[config.mk]
export PLATFORM = sky130hd
export DESIGN_NAME = bus_fifo_reg
export DESIGN_NICKNAME = d
export VERILOG_FILES = /design/src/rtl/bus_fifo_reg.sv
export SDC_FILE = /design/constraint.sdc
export NUM_CORES = 1
export LEC_CHECK = 0
export CAP_MARGIN = 30
export CORE_ASPECT_RATIO = 1.2
export CORE_MARGIN = 3
export CORE_UTILIZATION = 50
export DETAILED_ROUTE_END_ITERATION = 16
export GPL_ROUTABILITY_DRIVEN = 1
export HOLD_SLACK_MARGIN = 0.15
export PLACE_DENSITY = 0.84
export SETUP_SLACK_MARGIN = 0.05
export SYNTH_ARGS = -nofsm -noshare
export SYNTH_HDL_FRONTEND = slang
export SYNTH_SLANG_ARGS = --single-unit
[constraint.sdc]
create_clock -name CLK -period 6.36 [get_ports CLK]
set_clock_uncertainty 0.2 [all_clocks]
set_input_delay 1.272 -clock CLK [delete_from_list [all_inputs] [get_ports CLK]]
set_output_delay 1.272 -clock CLK [all_outputs]
set_load 0.01 [all_outputs]
[src/rtl/bus_fifo_reg.sv]
// First-word-fall-through FIFO with valid/ready on both sides,
// occupancy count, almost-full flag and synchronous flush.
module bus_fifo_reg #(
  parameter int WIDTH    = 32,
  parameter int DEPTH    = 4,
  parameter int AF_LEVEL = DEPTH - 1
) (
  input  logic                         CLK,
  input  logic                         RSTN,
  input  logic                         FLUSH,
  input  logic                         IN_VALID,
  output logic                         IN_READY,
  input  logic [WIDTH-1:0]             IN_DATA,
  output logic                         OUT_VALID,
  input  logic                         OUT_READY,
  output logic [WIDTH-1:0]             OUT_DATA,
  output logic [$clog2(DEPTH+1)-1:0]   COUNT,
  output logic                         ALMOST_FULL
);

  localparam int AW = $clog2(DEPTH);
  localparam int CW = $clog2(DEPTH + 1);

  logic [WIDTH-1:0] mem_q [DEPTH];
  logic [AW-1:0]    wp_q, wp_d;
  logic [AW-1:0]    rp_q, rp_d;
  logic [CW-1:0]    cnt_q, cnt_d;
  logic             push;
  logic             pop;

  // Ready/valid decode purely from the registered count.
  assign IN_READY    = (cnt_q != CW'(DEPTH));
  assign OUT_VALID   = (cnt_q != '0);
  assign ALMOST_FULL = (cnt_q >= CW'(AF_LEVEL));
  assign COUNT       = cnt_q;
  assign OUT_DATA    = OUT_VALID ? mem_q[rp_q] : '0;

  assign push = IN_VALID & IN_READY;
  assign pop  = OUT_VALID & OUT_READY;

  always_comb begin
    wp_d  = wp_q;
    rp_d  = rp_q;
    cnt_d = cnt_q;
    if (FLUSH) begin
      wp_d  = '0;
      rp_d  = '0;
      cnt_d = '0;
    end else begin
      if (push) wp_d = wp_q + AW'(1);
      if (pop)  rp_d = rp_q + AW'(1);
      unique case ({push, pop})
        2'b10:   cnt_d = cnt_q + CW'(1);
        2'b01:   cnt_d = cnt_q - CW'(1);
        default: cnt_d = cnt_q;
      endcase
    end
  end

  always_ff @(posedge CLK or negedge RSTN) begin
    if (!RSTN) begin
      wp_q  <= '0;
      rp_q  <= '0;
      cnt_q <= '0;
    end else begin
      wp_q  <= wp_d;
      rp_q  <= rp_d;
      cnt_q <= cnt_d;
    end
  end

  // Storage carries no reset; stale entries are masked by the count.
  always_ff @(posedge CLK) begin
    if (push && !FLUSH) mem_q[wp_q] <= IN_DATA;
  end

endmodule

* Yosys cells after proc, flatten, opt, wreduce, memory -nomap -nowiden
Memory sizes are Yosys's and may differ from the RTL's.
Index checks and enable logic that the tools add are counted.
** Storage, ports and cells
- Bits in registers :: 7
- Memory bits (writable) :: 128
- Input port bits :: 37
- Output and inout bits :: 38
- Word-level logic and storage cells :: 29
- Memories kept :: 1
** Memory list
- mem_q :: words 4, width 32, rd ports 1, clocked after Yosys merged registers in 0, wr ports 1, RTL line 24 : logic [WIDTH-1:0] mem_q [DEPTH];
** Operators by class
- $add $sub $neg :: 4
- Magnitude comparators :: 1
- Equal/unequal tests :: 3
- Mux-type cells :: 9
- Bitwise gates (word level) :: 2
- Reduce and logical (&&, ||, !) cells :: 6
** Operators by type and width (count)
- $mux W32 :: 1
- $mux W2 :: 4
- $pmux W3 S2 :: 1
- $reduce_bool A3 Y1 :: 2
- $add A2 B1 Y2 const B :: 2
- $reduce_bool A2 Y1 :: 2
- $add A3 B1 Y3 const B :: 1
- $ge A3 B2 Y1 const B :: 1
- $mux W3 :: 1
- $ne A3 B3 Y1 const B :: 1
- $sub A3 B1 Y3 const B :: 1
- $and A1 B1 Y1 :: 2
- $eq A2 B1 Y1 const B :: 1
- $eq A2 B2 Y1 const B :: 1
- $mux W1 :: 2
- $logic_and A1 B1 Y1 :: 1
- $logic_not A1 Y1 :: 1

* Logic depth before layout (Yosys ltp)
Gate-level depths: netlist of run 1.
- Depth after elaboration :: 5
- Mapped depth :: 8
- Gate-level depth less buffers :: 6

* Least setup slack after synthesis of run 1
Ideal clock, no wire load.
- Kind :: in2reg
- Start point :: in FLUSH
- End point :: mem mem_q[0][0] (enable)
- Setup time :: 0.392 ns
- Data arrival time :: 2.481 ns
- Required time :: 5.768 ns
- Path slack :: 3.287 ns
- Stages :: 3
- Path buffers :: 1
- Cells stage by stage :: buf_1 > and3b_1 > and2_1
** Between the ends
- Word-level cells in the longest chain between the ends :: 4
** RTL lines
- from (decl) :: RTL line 10 : input logic FLUSH,
- $logic_not A1 Y1 :: RTL line 74 : if (push && !FLUSH) mem_q[wp_q] <= IN_DATA;
- $logic_and A1 B1 Y1 :: RTL line 74
- $mux W1 :: RTL line 74
- $mux W1 (implied by the code) :: RTL line 74
- to (decl) :: RTL line 24
Every way passes these cells.

* Final worst setup path of run 1
- Start point :: reg rp_q[1]
- End point :: out OUT_DATA[12]
** Between the ends
- Word-level cells in the longest chain between the ends :: 2
** RTL lines
- from (decl) :: RTL line 26 : logic [AW-1:0] rp_q, rp_d;
- from (signal assigned) :: RTL line 67 : rp_q <= rp_d;
- $mem_v2 Z4 W32
- $mux W32 :: RTL line 36 : assign OUT_DATA = OUT_VALID ? mem_q[rp_q] : '0;
- to (decl) :: RTL line 16 : output logic [WIDTH-1:0] OUT_DATA,
Every way passes these cells.

==> impl_metrics.yaml, run 1 <==
run_status:
  status: "complete, no violations"
synthesis:
  yosys.area.top_type: "edfxtp_1"
  synthTopCellsByArea: "edfxtp_1 70%, mux4_2 12%, and2_1 4.2%, dfrtp_1 3.2%, mux4_1 1.9%"
  synth_fp_nets: 314
  synthTopCellsByCount: "128 x edfxtp_1, 37 x and2_1, 28 x mux4_2, 7 x dfrtp_1, 6 x buf_2"
  avgSynthCellArea_um2: 20.1
  synthFlopType: "edfxtp_1"
  synth_warnings: 0
  ys_async_sr_fraction_pct: 5.19
  synth_cells: 272
  yosysSeqAreaShare_pct: 73.6
  synth_most_common_cell: "edfxtp_1"
  synthDistinctLibCells: 34
  synth-edff-count: 128
  synth_top_area_share_pct: 70.4
  ys_ff_latch: 135
  netlist_area_mm2: 0.00546
die:
  dieArea_mm2: 0.0122
  dieHeight_um: 120
  die_x_um: 101
  io-pin-count: 75
  initial_core_util_pct: 51.6
  core_area_mm2: 0.0106
  num_rows: 41
grt:
  globalRouteTotalUtil_pct: 16.7
  grt_pass1_wl_um: 15000
  grt_start_max_net_pins: 33
  overflow: 0
  antenna_found_initial: 1
  grt_pass1_vias: 2881
routing:
  ant_nets: 0
  dr.pass1.iters: 4
  drc: 0
  via_count: 2722
  drt_iter0_drc: 195
  drt-wirelength-per-cell_um: 18.9
  drt_wl_total_um: 9310
  viasPerCell: 5.53
clocking:
  clk_path_buf_depth: 2
  clk_latency_ns: 0.40
  clk_pin_slew_ns: 0.06
  cts_setup_buffers: 0
  cts_made_buffers: 17
  cts_root_buffer: "clkbuf_16"
  clock_sinks: 135
  post_cts_resized: 0
  cts_tree: "built"
  holdBufCountCts: 0
  cts.htree.levels: 4
placed_design:
  placedCellCount: 460
  io_buffers: 74
  gp_congestion: 0.769
  place_area_mm2: 0.00628
  hpwlAfterDp_um: 5700
sta:
  worstMarginPinSlew_ns: 0.892
  setup_tns_ns: 0
  fmax_ghz: 0.245
  setup_viol: 0
  finalCriticalPeriod_ns: 4.08
  maxSlewViolCount: 0
  relSlewSlack_pct: 40.6
  rsz0062_at_grt: "no"
  finalCritPeriodShare_pct: 64.2
  whs_ns: 0.377
  finalHoldViolCount: 0
layout:
  num-nets-final: 392
  fin_cells: 492
  nFillCells: 743
  drive_gt1_share_pct: 18.7
  n_antenna_cell: 0
  postLayoutCellArea_mm2: 0.00687
  area_growth_pct: 25.9
setup_path:
  r2r_end: "COUNT[1]$_DFFE_PN0P_"
  critical_path.cell_chain: "buf_4, mux4_2, and2_1, clkdlybuf4s50_1"
  endpoint_kind: "output port"
  arrival_ns: 2.61
  crit_fanout: 18
  rrSetupSlack_ns: 3.55
  required_ns: 4.89
  crit_family: "buffers and inverters"
  cp_slowest_stage_delay_ns: 0.82
  worstSetupPathType: "reg2out"
  setup.worst_path.start_class: "register"
  cp_num_buf_inv: 2
  r2r_cells: 7
  r2r_start: "COUNT[0]$_DFFE_PN0P_"
  cp_slowest_cell: "dfrtp_1"
worst_hold_path:
  hp-start: "wp_q[1]$_DFFE_PN0P_"
  holdCritPathClass: "reg2reg"
  holdPathEnd: "wp_q[1]$_DFFE_PN0P_"
  hold_depth: 2
power:
  total_power_w: 0.00253
  powerDensity_mw_per_mm2: 368
  power.leakage_nw: 2.27
  peakVddDrop_mv: 0.204
job:
  drv_cap: 0
-- metrics by stage --
step | util [%] | setup slack, ns
global placement | 59.0 | 2.43
floorplan | - | 3.29
finish | 65.0 | 2.28
detailed placement | 59.4 | 2.64
CTS | 65.0 | 2.21
global route | 65.0 | 2.11
-- area by class of cell --
cell class	count	area, um^2	area share, %
Sequential cell	135	4020	58.5
Inverter	3	11.3	0.164
Tap cell	129	161	2.35
Multi-Input combinational cell	116	1290	18.8
Clock buffer	17	425	6.19
Clock inverter	15	165	2.40
Timing Repair Buffer	77	796	11.6
-- worst max-delay path by stage --
stage	startpoint	endpoint	slack [ns]	depth (start not counted)
6_report	rp_q[1]$_DFFE_PN0P_	OUT_DATA[12]	2.28	4
5_1_grt	rp_q[1]$_DFFE_PN0P_	OUT_DATA[18]	2.11	4
4_1_cts	rp_q[1]$_DFFE_PN0P_	OUT_DATA[12]	2.21	4
3_5_place_dp	rp_q[0]$_DFFE_PN0P_	OUT_DATA[1]	2.64	4
3_3_place_gp	rp_q[0]$_DFFE_PN0P_	OUT_DATA[1]	2.43	3
2_1_floorplan	FLUSH	mem_q[0][0]$_DFFE_PP_	3.29	3
-- state kept, by name, indices dropped and copies added (netlist names) --
name	cells
rp_q	2
COUNT	3
wp_q	2
mem_q	128
-- kinds of logic after synthesis --
| kind of cell | Yosys count | synth area share [%] |
|---|---|---|
| flip-flops | 135 | 73.6 |
| AND/OR/NAND/NOR | 61 | 6.56 |
| multiplexers | 32 | 13.5 |
| buffers and inverters | 21 | 2.77 |
| AO/OA/AOI/OAI | 15 | 1.79 |
| adder cells (fa/ha/maj) | 5 | 1.28 |
| XOR/XNOR | 3 | 0.482 |
-- layer usage --
metal	global-route usage, %	wire, um
met3	5.37	674
met2	27.7	4890
met5	0	13
met4	4.90	59
met1	21.0	3670
-- tightest hold or removal path: cells and delay by family (launching register included) --
kind | cells | cell delay (ns)
DFF | 1 | 0.41
and+or+nand+nor | 1 | 0.07
AOI/OAI and AO/OA | 1 | 0.06
-- report_power, final --
| part | internal (W) | total [W] | switching (W) |
|---|---|---|---|
| Sequential | 0.00102 | 0.00106 | 0.0000427 |
| Combinational | 0.000307 | 0.000513 | 0.000206 |
| Clock | 0.000584 | 0.000951 | 0.000367 |
| Total | 0.00191 | 0.00253 | 0.000616 |
-- placed cells by master (no fill, tap or decap), types with 5 or more instances in the layout --
master / synthesis / final
and2_1: 37 / 33
clkbuf_16: 0 / 17
clkdlybuf4s50_1: 0 / 74
dfrtp_1: 7 / 6
edfxtp_1: 128 / 128
inv_6: 0 / 6
mux4_2: 28 / 28
nand2_1: 5 / 5
nor2_1: 5 / 5
Note: power is estimated with default switching activity, not from simulation.
==> run 2, diff against run 1 <==
==> constraint.sdc (replaced) <==
create_clock -name CLK -period 4.2 [get_ports CLK]
set_clock_uncertainty 0.2 [all_clocks]
set_input_delay 0.84 -clock CLK [delete_from_list [all_inputs] [get_ports CLK]]
set_output_delay 0.84 -clock CLK [all_outputs]
set_load 0.01 [all_outputs]
==> run 2 against run 1 <==
  * Register-to-register slack worse by 2.1 ns
  * Non-clock buffer count up 2
  * Wire length up 4.9%
  * Via count down 0.88%
  * Total power up 55%
  * Flip-flop and latch count unchanged
  * Sequential power up 52%
  * First-iteration DRC count down 51%
  * Die area unchanged
  * Critical path depth unchanged
  * Largest power group unchanged
==> impl_metrics.yaml, run 2 (synthesized netlist as in run 1, its figures left out) <==
run_status:
  status: "complete, no violations"
sta:
  setup_tns_ns: 0
  relSlewSlack_pct: 40.9
  finalCriticalPeriod_ns: 3.66
  finalHoldViolCount: 0
  maxSlewViolCount: 0
  rsz0062_at_grt: "no"
  finalCritPeriodShare_pct: 87.2
  fmax_ghz: 0.273
  setup_viol: 0
  worstMarginPinSlew_ns: 0.886
setup_path:
  setup.worst_path.start_class: "register"
  worstSetupPathType: "reg2out"
  rrSetupSlack_ns: 1.44
  critPathLaunch: "rp_q[0]$_DFFE_PN0P_"
  r2r_end: "COUNT[1]$_DFFE_PN0P_"
  crit_fanout: 19
  r2r_cells: 7
  endpoint_kind: "output port"
  required_ns: 3.16
  arrival_ns: 2.62
  r2r_start: "COUNT[0]$_DFFE_PN0P_"
routing:
  drc: 0
  via_count: 2698
  dr.pass1.iters: 4
  viasPerCell: 5.46
  drt_wl_total_um: 9760
  drt_iter0_drc: 96
  drt-wirelength-per-cell_um: 19.8
  ant_nets: 0
power:
  peakVddDrop_mv: 0.389
  power.leakage_nw: 2.30
  powerDensity_mw_per_mm2: 564
grt:
  grt_use_met2_pct: 30.0
  grt_use_met1_pct: 20.2
  grt_pass1_vias: 2949
  use_met3_pct: 6.35
  overflow: 0
  antenna_found_initial: 0
  grt_start_max_net_pins: 33
  grt_pass1_wl_um: 15500
  globalRouteTotalUtil_pct: 17.3
  top_usage_layer: "met2"
placed_design:
  place_area_mm2: 0.00631
  hpwlAfterDp_um: 5970
  gp_congestion: 0.728
  io_buffers: 74
clocking:
  cts_root_buffer: "clkbuf_16"
  clock_sinks: 135
  cts.htree.levels: 4
  clk_latency_ns: 0.40
  clk_pin_slew_ns: 0.06
  cts_setup_buffers: 0
  cts_made_buffers: 17
  clk_path_buf_depth: 2
  cts_tree: "built"
  holdBufCountCts: 0
  post_cts_resized: 0
die:
  num_rows: 41
  core_area_mm2: 0.0106
  io-pin-count: 75
  dieArea_mm2: 0.0122
  initial_core_util_pct: 51.6
  dieHeight_um: 120
  die_x_um: 101
layout:
  num-nets-final: 394
  drive_gt1_share_pct: 18.4
  final_common_cell: "edfxtp_1"
  postLayoutCellArea_mm2: 0.00692
  layout_common_cells: "128 x edfxtp_1, 74 x clkdlybuf4s50_1, 33 x and2_1"
  n_antenna_cell: 0
  regMostFlops: "mem_q"
  area_growth_pct: 26.8
  largest_register_ffs: 128
worst_hold_path:
  holdCritPathClass: "reg2reg"
  holdPathEnd: "wp_q[1]$_DFFE_PN0P_"
  hp-start: "wp_q[1]$_DFFE_PN0P_"
  hold_depth: 2
job:
  drv_cap: 0
## run 2: changes by cell type in the layout (fill, tap and decap cells not counted), sizes merged
cell / delta
clkinvlp: -1
bufinv: +2
clkbuf: +1
inv: -6
clkinv: +4
buf: +2
## run 2: worst max-delay path, stage by stage (launching register included)
cell and delay [ns]:
dfrtp_2 0.72, buf_12 0.27, mux4_1 0.58, and2_1 0.17
clkdlybuf4s50_1 0.47
## run 2: worst max-delay path by stage
stage | end | slack [ns] | cells past startpoint
after floorplan | mem_q[0][0]$_DFFE_PP_ | 1.56 | 3
after detailed placement | OUT_DATA[2] | 0.92 | 4
after global placement | OUT_DATA[22] | 0.87 | 3
final | OUT_DATA[2] | 0.54 | 4
after CTS | OUT_DATA[2] | 0.47 | 4
after global routing | OUT_DATA[0] | 0.38 | 4
## run 2: through the flow
stage / hold slack (ns) / util (%) / power, W / setup slack (ns) / instances
final: 0.376 / 65.5 / 0.00391 / 0.539 / 494
after global routing: 0.428 / 65.5 / 0.00406 / 0.378 / 494
after CTS: 0.374 / 65.5 / 0.00394 / 0.467 / 494
after detailed placement: 0.366 / 59.7 / 0.00243 / 0.919 / 462
after global placement: 0.354 / 59.4 / 0.00239 / 0.872 / 461
after floorplan: 0.343 / - / 0.00208 / 1.56 / 272
## run 2: final cells by class
type / instances / area, um^2
clock inverters: 14 / 183
clock buffers: 18 / 429
inverters: 3 / 11.3
flip-flops and latches: 135 / 4020
repair buffers: 79 / 823
fillers: 716 / 3650
multi-input cells: 116 / 1290
well taps: 129 / 161
## run 2: metal layers
| layer | part of all wire, % | vias up |
|---|---|---|
| li1 | - | 1236 |
| met1 | 39 | 1382 |
| met3 | 6.5 | 6 |
| met4 | 0.61 | 0 |
| met2 | 54 | 74 |
| met5 | 0 | - |
## run 2: report_power, final
group          switching (W)  internal, W
sequential         0.0000653      0.00154
combinational       0.000313     0.000470
clock               0.000526     0.000986
total               0.000905      0.00300
